===== src/rtl/epu_layer_sched.sv =====
`timescale 1ns/1ps
// epu_layer_sched
//   Queues layer commands for the ConvAcc engine and dispatches them one at a
//   time. Each layer holds conv_start_o high until the engine reports finish.
//   After that, start stays low for at least two cycles before the next layer.
//
//   Optional feature: define EPU_SCHED_WDT_EN to add a per-layer watchdog.
//   The watchdog ends a hung layer after TO_CYC busy cycles and flags err_o.
//
// Ports
//   clk, rst              clock; synchronous active-low reset
//   cmd_valid_i/ready_o   command handshake into the DEPTH-entry FIFO
//   cmd_mode_i/w8_i/      per-layer config: mode, weight word, transpose,
//   cmd_trans_i/last_i      interrupt-on-finish
//   run_i                 dispatch enable (level)
//   abort_i               flush FIFO and return to idle
//   conv_start_o          start level to ConvAcc
//   conv_mode_o/w8_o,     config of the active (or most recent) layer
//   inout_trans_o
//   conv_fin_i            finish pulse from ConvAcc
//   irq_o / err_o         sticky interrupt / watchdog error
//   irq_clr_i             clears irq_o and err_o
//   busy_o                layer in progress (BUSY or GAP)
//   done_cnt_o            completed-layer count, wraps at 255
//   fifo_cnt_o            FIFO occupancy
module epu_layer_sched #(
    parameter int          DEPTH  = 4,
    parameter logic [23:0] TO_CYC = 24'hFF_FFFF
) (
    input  logic                     clk,
    input  logic                     rst,
    input  logic                     cmd_valid_i,
    output logic                     cmd_ready_o,
    input  logic [3:0]               cmd_mode_i,
    input  logic [31:0]              cmd_w8_i,
    input  logic                     cmd_trans_i,
    input  logic                     cmd_last_i,
    input  logic                     run_i,
    input  logic                     abort_i,
    output logic                     conv_start_o,
    output logic [3:0]               conv_mode_o,
    output logic [31:0]              conv_w8_o,
    output logic                     inout_trans_o,
    input  logic                     conv_fin_i,
    output logic                     irq_o,
    input  logic                     irq_clr_i,
    output logic                     err_o,
    output logic                     busy_o,
    output logic [7:0]               done_cnt_o,
    output logic [$clog2(DEPTH):0]   fifo_cnt_o
);

    localparam int AW = $clog2(DEPTH);
    localparam int CW = AW + 1;
    localparam logic [CW-1:0] DEPTH_C = CW'(DEPTH);

    typedef enum logic [1:0] {S_IDLE, S_BUSY, S_GAP} state_t;

    state_t state, state_nxt;

    // FIFO entry layout: {mode[37:34], w8[33:2], trans[1], last[0]}
    logic [37:0]   mem [DEPTH];
    logic [37:0]   head;
    logic [AW-1:0] wr_ptr, rd_ptr;
    logic [CW-1:0] cnt;
    logic          last_q;
    logic          push, pop, fin_ok, wdt_expire, irq_set;

    assign cmd_ready_o = (cnt < DEPTH_C);
    assign fifo_cnt_o  = cnt;
    assign head        = mem[rd_ptr];

    // A command offered in the abort cycle is discarded with the flush.
    assign push   = cmd_valid_i & cmd_ready_o & ~abort_i;
    // Pop uses the registered count, so a push into an empty FIFO is
    // dispatched no earlier than the following cycle.
    assign pop    = (state == S_IDLE) & run_i & (cnt != '0) & ~abort_i;
    assign fin_ok = (state == S_BUSY) & conv_fin_i & ~abort_i;

    // ---------------- command FIFO ----------------
    always_ff @(posedge clk) begin
        if (!rst) begin
            wr_ptr <= '0;
            rd_ptr <= '0;
            cnt    <= '0;
        end else if (abort_i) begin
            wr_ptr <= '0;
            rd_ptr <= '0;
            cnt    <= '0;
        end else begin
            if (push) wr_ptr <= wr_ptr + 1'b1;
            if (pop)  rd_ptr <= rd_ptr + 1'b1;
            case ({push, pop})
                2'b10:   cnt <= cnt + 1'b1;
                2'b01:   cnt <= cnt - 1'b1;
                default: cnt <= cnt;
            endcase
        end
    end

    always_ff @(posedge clk) begin
        if (push) mem[wr_ptr] <= {cmd_mode_i, cmd_w8_i, cmd_trans_i, cmd_last_i};
    end

    // ---------------- optional watchdog ----------------
`ifdef EPU_SCHED_WDT_EN
    logic [23:0] wdt_cnt;
    logic        err_q;

    // wdt_cnt is the number of BUSY cycles already completed, so expiry
    // fires in the TO_CYC-th BUSY cycle and start drops right after it.
    always_ff @(posedge clk) begin
        if (!rst)                 wdt_cnt <= '0;
        else if (pop)             wdt_cnt <= '0;
        else if (state == S_BUSY) wdt_cnt <= wdt_cnt + 24'd1;
    end

    assign wdt_expire = (state == S_BUSY) & ~conv_fin_i & ~abort_i &
                        (wdt_cnt == TO_CYC - 24'd1);

    always_ff @(posedge clk) begin
        if (!rst)           err_q <= 1'b0;
        else if (wdt_expire) err_q <= 1'b1;
        else if (irq_clr_i)  err_q <= 1'b0;
    end
    assign err_o = err_q;
`else
    // No watchdog: BUSY waits for conv_fin_i indefinitely.
    assign wdt_expire = 1'b0 & (TO_CYC != 24'd0);
    assign err_o      = 1'b0;
`endif

    // ---------------- FSM ----------------
    always_ff @(posedge clk) begin
        if (!rst) state <= S_IDLE;
        else      state <= state_nxt;
    end

    always_comb begin
        state_nxt = state;
        case (state)
            S_IDLE:  if (pop) state_nxt = S_BUSY;
            S_BUSY:  if (fin_ok | wdt_expire) state_nxt = S_GAP;
            S_GAP:   state_nxt = S_IDLE;
            default: state_nxt = S_IDLE;
        endcase
        if (abort_i) state_nxt = S_IDLE;
    end

    always_comb begin
        conv_start_o = 1'b0;
        busy_o       = 1'b0;
        case (state)
            S_BUSY: begin
                conv_start_o = 1'b1;
                busy_o       = 1'b1;
            end
            S_GAP:   busy_o = 1'b1;
            default: ;
        endcase
    end

    // ---------------- active-layer config ----------------
    // Loaded only on pop; held through BUSY, GAP, IDLE and abort.
    always_ff @(posedge clk) begin
        if (!rst) begin
            conv_mode_o   <= 4'h1;
            conv_w8_o     <= '0;
            inout_trans_o <= 1'b0;
            last_q        <= 1'b0;
        end else if (pop) begin
            conv_mode_o   <= head[37:34];
            conv_w8_o     <= head[33:2];
            inout_trans_o <= head[1];
            last_q        <= head[0];
        end
    end

    // ---------------- completion count and interrupt ----------------
    always_ff @(posedge clk) begin
        if (!rst)        done_cnt_o <= '0;
        else if (fin_ok) done_cnt_o <= done_cnt_o + 8'd1;
    end

    // If set and clear arrive together, the set wins.
    assign irq_set = (fin_ok & last_q) | wdt_expire;

    always_ff @(posedge clk) begin
        if (!rst)           irq_o <= 1'b0;
        else if (irq_set)   irq_o <= 1'b1;
        else if (irq_clr_i) irq_o <= 1'b0;
    end

endmodule


===== config.mk =====
export PLATFORM = sky130hd
export DESIGN_NAME = epu_layer_sched
export DESIGN_NICKNAME = d
export VERILOG_FILES = /design/src/rtl/epu_layer_sched.sv
export SDC_FILE = /design/constraint.sdc
export NUM_CORES = 1
export LEC_CHECK = 0
export BUFFER_PORTS_ARGS = -buffer_cell sky130_fd_sc_hd__buf_4
export CAP_MARGIN = 20
export CORE_ASPECT_RATIO = 1.5
export CORE_MARGIN = 10
export CORE_UTILIZATION = 30
export CTS_CLUSTER_SIZE = 12
export DETAILED_ROUTE_END_ITERATION = 10
export PLACE_DENSITY_LB_ADDON = 0.25
export SLEW_MARGIN = 10
export SYNTH_ARGS = -nofsm -noshare
export SYNTH_HDL_FRONTEND = slang
export SYNTH_SLANG_ARGS = --single-unit

===== constraint.sdc =====
create_clock -name clk -period 2.6 [get_ports clk]
set_input_delay 0.52 -clock clk [delete_from_list [all_inputs] [get_ports clk]]
set_output_delay 0.52 -clock clk [all_outputs]
set_load 0.01 [all_outputs]

### After elaboration in Yosys (flattened, before gate mapping)

Memories as Yosys holds them, arrays and structs flattened. A register that Yosys moved wholly into a read port is not among the register bits.
Cells that the tools add are included.

* bits of input ports: 45
* bits in writable memories: 152
* output and inout bits: 53
* word-level logic and storage cells: 47
* memories: 1
* flip-flop bits (word level): 18

Memories
* mem: depth 4, width 38, read ports 1, clocked after Yosys merged registers in 1, wr ports 1, RTL line 62 `logic [37:0] mem [DEPTH];`

* bitwise operators: 10
* $lt $le $gt $ge: 1
* $add $sub $neg: 5
* eq/ne operators: 6
* mux-type cells: 10
* reductions and logical operators: 8

Operators with widths (number)
* 8-bit by 1-bit adder with 8-bit output, second input constant: 1
* 1-bit bitwise AND: 8
* 1-bit 2-to-1 mux: 6
* 3-bit one-hot mux with 2 select lines: 1
* 2-bit by 1-bit adder with 2-bit output, second input constant: 2
* 2-bit by 1-bit == test with 1-bit output, second input constant: 2
* 2-bit == test, second input constant: 2
* 2-bit 2-to-1 mux: 2
* 2-bit inequality test, second input constant: 2
* 2-bit one-hot mux with 2 select lines: 1
* 2-bit nonzero test: 2
* 2-bit OR reduction: 2
* 3-bit by 1-bit adder with 3-bit output, second input constant: 1
* 3-bit < comparator, second input constant: 1
* 3-bit nonzero test: 1
* 3-bit by 1-bit subtractor with 3-bit output, second input constant: 1
* 2-bit logical NOT: 1
* 1-bit inverter: 2
* 2-bit AND reduction: 1
* 1-bit logical NOT: 1

### Longest topological paths before layout

* depth in word-level cells: 6
* mapped depth: 11
* depth with buffers taken out: 10

### Least setup slack after synthesis

OpenSTA, ideal clock, no wires.

* path kind: register -> register
* start: register state[1]
* end: register cnt[2] (netlist: fifo_cnt_o[2])
* required time: 2.530 ns
* path buffers: 1
* cell stages (with the launch flop): 12
* arrival: 2.430 ns
* setup slack: 0.100 ns
* setup time: 0.070 ns
* clock period less this slack: 2.500 ns
* path through: dfxtp_1 -> inv_1 -> ha_1 -> nand3b_4 -> nor2_2 -> clkbuf_1 -> ha_1 -> inv_1 -> fa_1 -> xor2_1 -> or3_1 -> a21oi_1

* word-level cells in the longest chain between the ends: 6
* elaborated cells on any way between the ends: 8
* classes of those cells: 2 x eq/ne; 1 x mux; 3 x bitwise; 2 x reduce/logical

Ends and longest elaborated chain
* start: declaration: RTL line 59 `state_t state, state_nxt;`
* start signal: assignment: RTL line 136 `else state <= state_nxt;`
* 2-bit logical NOT (*): RTL line 77 `assign pop = (state == S_IDLE) & run_i & (cnt != '0) & ~abort_i;`
* 1-bit bitwise AND (*) (3 in a row): RTL line 77
* via pop: RTL line 67 `logic push, pop, fin_ok, wdt_expire, irq_set;`
* 2-bit by 1-bit == test with 1-bit output / 2-bit == test (equally long branches): RTL line 93 `case ({push, pop})`
* 3-bit one-hot mux with 2 select lines / 2-bit nonzero test (equally long branches)
* end signal: assignment: RTL line 94 `2'b10: cnt <= cnt + 1'b1;`
* end signal: assignment: RTL line 95 `2'b01: cnt <= cnt - 1'b1;`
* end signal: assignment: RTL line 96 `default: cnt <= cnt;`
* end: declaration: RTL line 65 `logic [CW-1:0] cnt;`

The timed path passes the listed nets; every way through them passes the cells marked *.
A chain may end at the register's enable or synchronous reset.

### Final worst setup path

* start: register state[1]
* end: register cnt[2] (netlist: fifo_cnt_o[2])

* word-level cells in the longest chain between the ends: 6
* elaborated cells on any way between the ends: 8
* classes of those cells: 2 x eq/ne; 1 x mux; 3 x bitwise; 2 x reduce/logical

Ends and longest elaborated chain (RTL line)
* 2-bit logical NOT (*): 77
* 1-bit bitwise AND (*) (3 in a row): 77
* 2-bit by 1-bit == test with 1-bit output / 2-bit == test (equally long branches): 93
* 3-bit one-hot mux with 2 select lines / 2-bit nonzero test (equally long branches)

Mark *: on every way between the ends. The rest lies on a longest branch, timed or not.

==> impl_metrics.tcl <==
set metrics [dict create \
    result_of_the_run "finished, final reports clean" \
    clkTransAtPathRegs_ps 60 \
    syn_nets 498 \
    max_freq_mhz 425 \
    drc_viols 0 \
    max_slew.worst_pin.slew_ps 826 \
    drive_above_1_share_pct 34.2 \
    grt.overflow.total 0 \
    cts.hold.buffers_added 0 \
    floorplan.die.height_um 219 \
    synthesis.area_mm2 0.00791 \
    report.final.setup_viol 0 \
    cts_setup_buffers 0 \
    rsz0062_at_grt "false" \
    design.final.nets 612 \
    cts_inserted_buffers 23 \
    post_drt_wl_per_cell_um 19.8 \
    first_global_vias 4737 \
    setup.worst_path.end_class "flop" \
    antennaDiodeCount 0 \
    htree_num_levels 1 \
    gp_congestion 0.729 \
    starting_density_of_the_core_pct 30.5 \
    worst_skew_pair.late_latency_ps 500 \
    critPathLaunchType "flop" \
    cts_resized 0 \
    synth_warnings 0 \
    routed_wl_um 18000 \
    final-seq-area_mm2 0.00569 \
    die-area_mm2 0.0334 \
    timing.final.crit_share_pct 90.5 \
    grt_pass1_wl_um 27500 \
    multi_input_area_mm2 0.00203 \
    die_w_um 153 \
    finalCoreUtilization_pct 37.9 \
    gr-usage-all-layers_pct 10.4 \
    place.detailed.hpwl_um 11800 \
    num-fill-cells 2447 \
    worst_slew_margin_rel_pct 44.9 \
    grt_max_degree 41 \
    placementRows 72 \
    num_io_pins 98 \
    dr_total_vias 4255 \
    cts_tree "yes" \
    clock-skew-final_ps 12.4 \
    vias_per_cell 4.70 \
    final_cell_area_mm2 0.00984 \
    timing.critical_path.arrival_ps 2780 \
    drt_first_pass_iters 4 \
    core_area_mm2 0.0259 \
    path_class "flop to flop" \
    power.ir.vdd_worst_mv 0.414 \
    placement.cell_area_mm2 0.00913 \
    crit_path_max_fanout 6 \
    ys_ff_latch 208 \
    ant_nets 0 \
    timing.max_cap.violations 0 \
    avgSynthCellArea_um2 17.9 \
    synth_seq_area_share_pct 71.9 \
    slew_violations 0 \
    max-clock-path-buffers 3 \
    synth.distinct_cells 39 \
    ctsRootBufferMaster "sky130_fd_sc_hd__clkbuf_16" \
    leakagePower_nw 3.32 \
    detail_route.iter0.violations 201 \
    power.total_mw 6.92 \
    powerDensity_mw_per_mm2 703 \
    area_growth_pct 24.4 \
    hold_path.class "primary input to flop" \
    cp.required_ps 3020 \
    timing.final.hold_violations 0 \
    setup_tns_ps 0 \
    final_period_minus_worst_setup_slack_ps 2350 \
    postSynthCellCount 442 \
    numClockSinks 208 \
    io_buf_count 96 \
    antenna_found_initial 0 \
]
[through the flow]
step / hold WS (ps) / cells / setup WS (ps)
floorplan: 435 / 442 / 99.9
detailed placement: 455 / 864 / 280
global route: 195 / 906 / 29.5
global placement: 446 / 864 / 343
finish: 214 / 906 / 246
CTS: 187 / 906 / 219
[synthesized netlist by cell type (all sizes together)]
cell / instances / share of area [%]
nand4: 1 / 0.079
nor2b: 2 / 0.16
edfxtp: 152 / 58
dfxtp: 56 / 14
and2: 4 / 0.32
or4: 4 / 0.38
and3b: 1 / 0.11
a21oi: 10 / 0.63
inv: 12 / 0.57
o2bb2ai: 37 / 4.3
and2b: 1 / 0.095
nor3: 2 / 0.41
buf: 14 / 1.7
nor3b: 1 / 0.16
xnor2: 2 / 0.22
nor2: 9 / 0.46
a2111oi: 1 / 0.35
o21ai: 5 / 0.32
xor2: 3 / 0.33
or3: 4 / 0.32
ha: 10 / 1.6
o21a: 1 / 0.095
nand2b: 2 / 0.16
mux4: 38 / 11
nand2: 43 / 2.0
clkbuf: 8 / 0.38
nand4b: 2 / 0.22
o31ai: 4 / 0.38
conb: 1 / 0.047
nand3: 5 / 0.32
mux2i: 4 / 0.51
nand3b: 2 / 0.51
fa: 1 / 0.25
[state kept, by name (all words and copies together), names as in the netlist]
| register | count |
|---|---|
| wr_ptr | 2 |
| fifo_cnt_o | 3 |
| rd_ptr | 2 |
| inout_trans_o | 1 |
| conv_mode_o | 4 |
| state | 2 |
| done_cnt_o | 8 |
| conv_w8_o | 32 |
| last_q | 1 |
| mem | 152 |
| irq_o | 1 |
[worst max-delay path, cell delays in order, from the launching register on]
cell and delay (ps):
sky130_fd_sc_hd__dfxtp_1 310, sky130_fd_sc_hd__inv_1 120, sky130_fd_sc_hd__ha_1 330, sky130_fd_sc_hd__nand3b_4 170, sky130_fd_sc_hd__nor2_4 120, sky130_fd_sc_hd__ha_1 190
sky130_fd_sc_hd__inv_1 60, sky130_fd_sc_hd__fa_1 370, sky130_fd_sc_hd__xor2_1 150, sky130_fd_sc_hd__or3_1 310, sky130_fd_sc_hd__a21oi_1 150
[power breakdown]
part | total, mW | switching [mW] | internal (mW)
registers | 3.62 | 0.0162 | 3.60
clock network | 3.06 | 1.24 | 1.83
logic | 0.236 | 0.124 | 0.112
total | 6.92 | 1.38 | 5.54
[cell usage in the layout (no fill, tap or decap), drive strengths merged]
cell | Yosys | final
ha | 10 | 10
xnor2 | 2 | 2
nand4b | 2 | 2
nand2b | 2 | 2
inv | 12 | 15
o21a | 1 | 1
nor3b | 1 | 1
a2111oi | 1 | 1
mux4 | 38 | 38
or3 | 4 | 4
xor2 | 3 | 3
buf | 14 | 111
edfxtp | 152 | 152
conb | 1 | 1
nor3 | 2 | 2
or4 | 4 | 4
dfxtp | 56 | 56
and3b | 1 | 1
clkbuf | 8 | 36
a21oi | 10 | 10
o21ai | 5 | 5
nor2b | 2 | 2
o2bb2ai | 37 | 37
and2 | 4 | 4
nand3b | 2 | 2
fa | 1 | 1
mux2i | 4 | 4
and2b | 1 | 1
clkinv | 0 | 2
nand3 | 5 | 5
nand2 | 43 | 43
bufinv | 0 | 1
nor2 | 9 | 9
o31ai | 4 | 4
nand4 | 1 | 1
[final cells by class]
cell class | count | share of cell area (%)
Inverter | 12 | 0.458
Sequential cell | 208 | 57.8
Multi-Input combinational cell | 200 | 20.6
Timing Repair Buffer | 111 | 9.61
Clock buffer | 36 | 6.65
Tap cell | 333 | 4.23
Clock inverter | 6 | 0.610
[metal layers]
layer / vias to the layer above / track usage (%) / wire [um] / part of all wire [%]
met5: - / 0 / 0 / 0
met4: 0 / 3.38 / 384 / 2.1
met3: 24 / 2.13 / 818 / 4.6
met2: 112 / 19.7 / 9700 / 54
met1: 2155 / 11.4 / 7060 / 39
li1: 1964 / - / - / -
[cells by family (layout without fill, tap and decap cells)]
family	after synthesis	after routing	share of synthesized area, %
AND/OR/NAND/NOR	83	83	5.72
adder cells (fa/ha/maj)	11	11	1.83
flip-flops	208	208	71.9
buffers and inverters	34	165	2.64
AO/OA/AOI/OAI	58	58	6.02
multiplexers	42	42	11.3
other	1	1	0.0474
XOR/XNOR	5	5	0.554
[path summary, 6_finish.rpt]
check,start,to,slack [ps],cells after the start
setup / recovery,state[1],fifo_cnt_o[2],250,10
hold / removal,cmd_mode_i[3],mem[3][37],210,1
setup reg to reg,state[1],fifo_cnt_o[2],250,10
hold reg to reg,conv_w8_o[11],conv_w8_o[11],460,2
No activity file was read; power rests on OpenSTA's default activity.
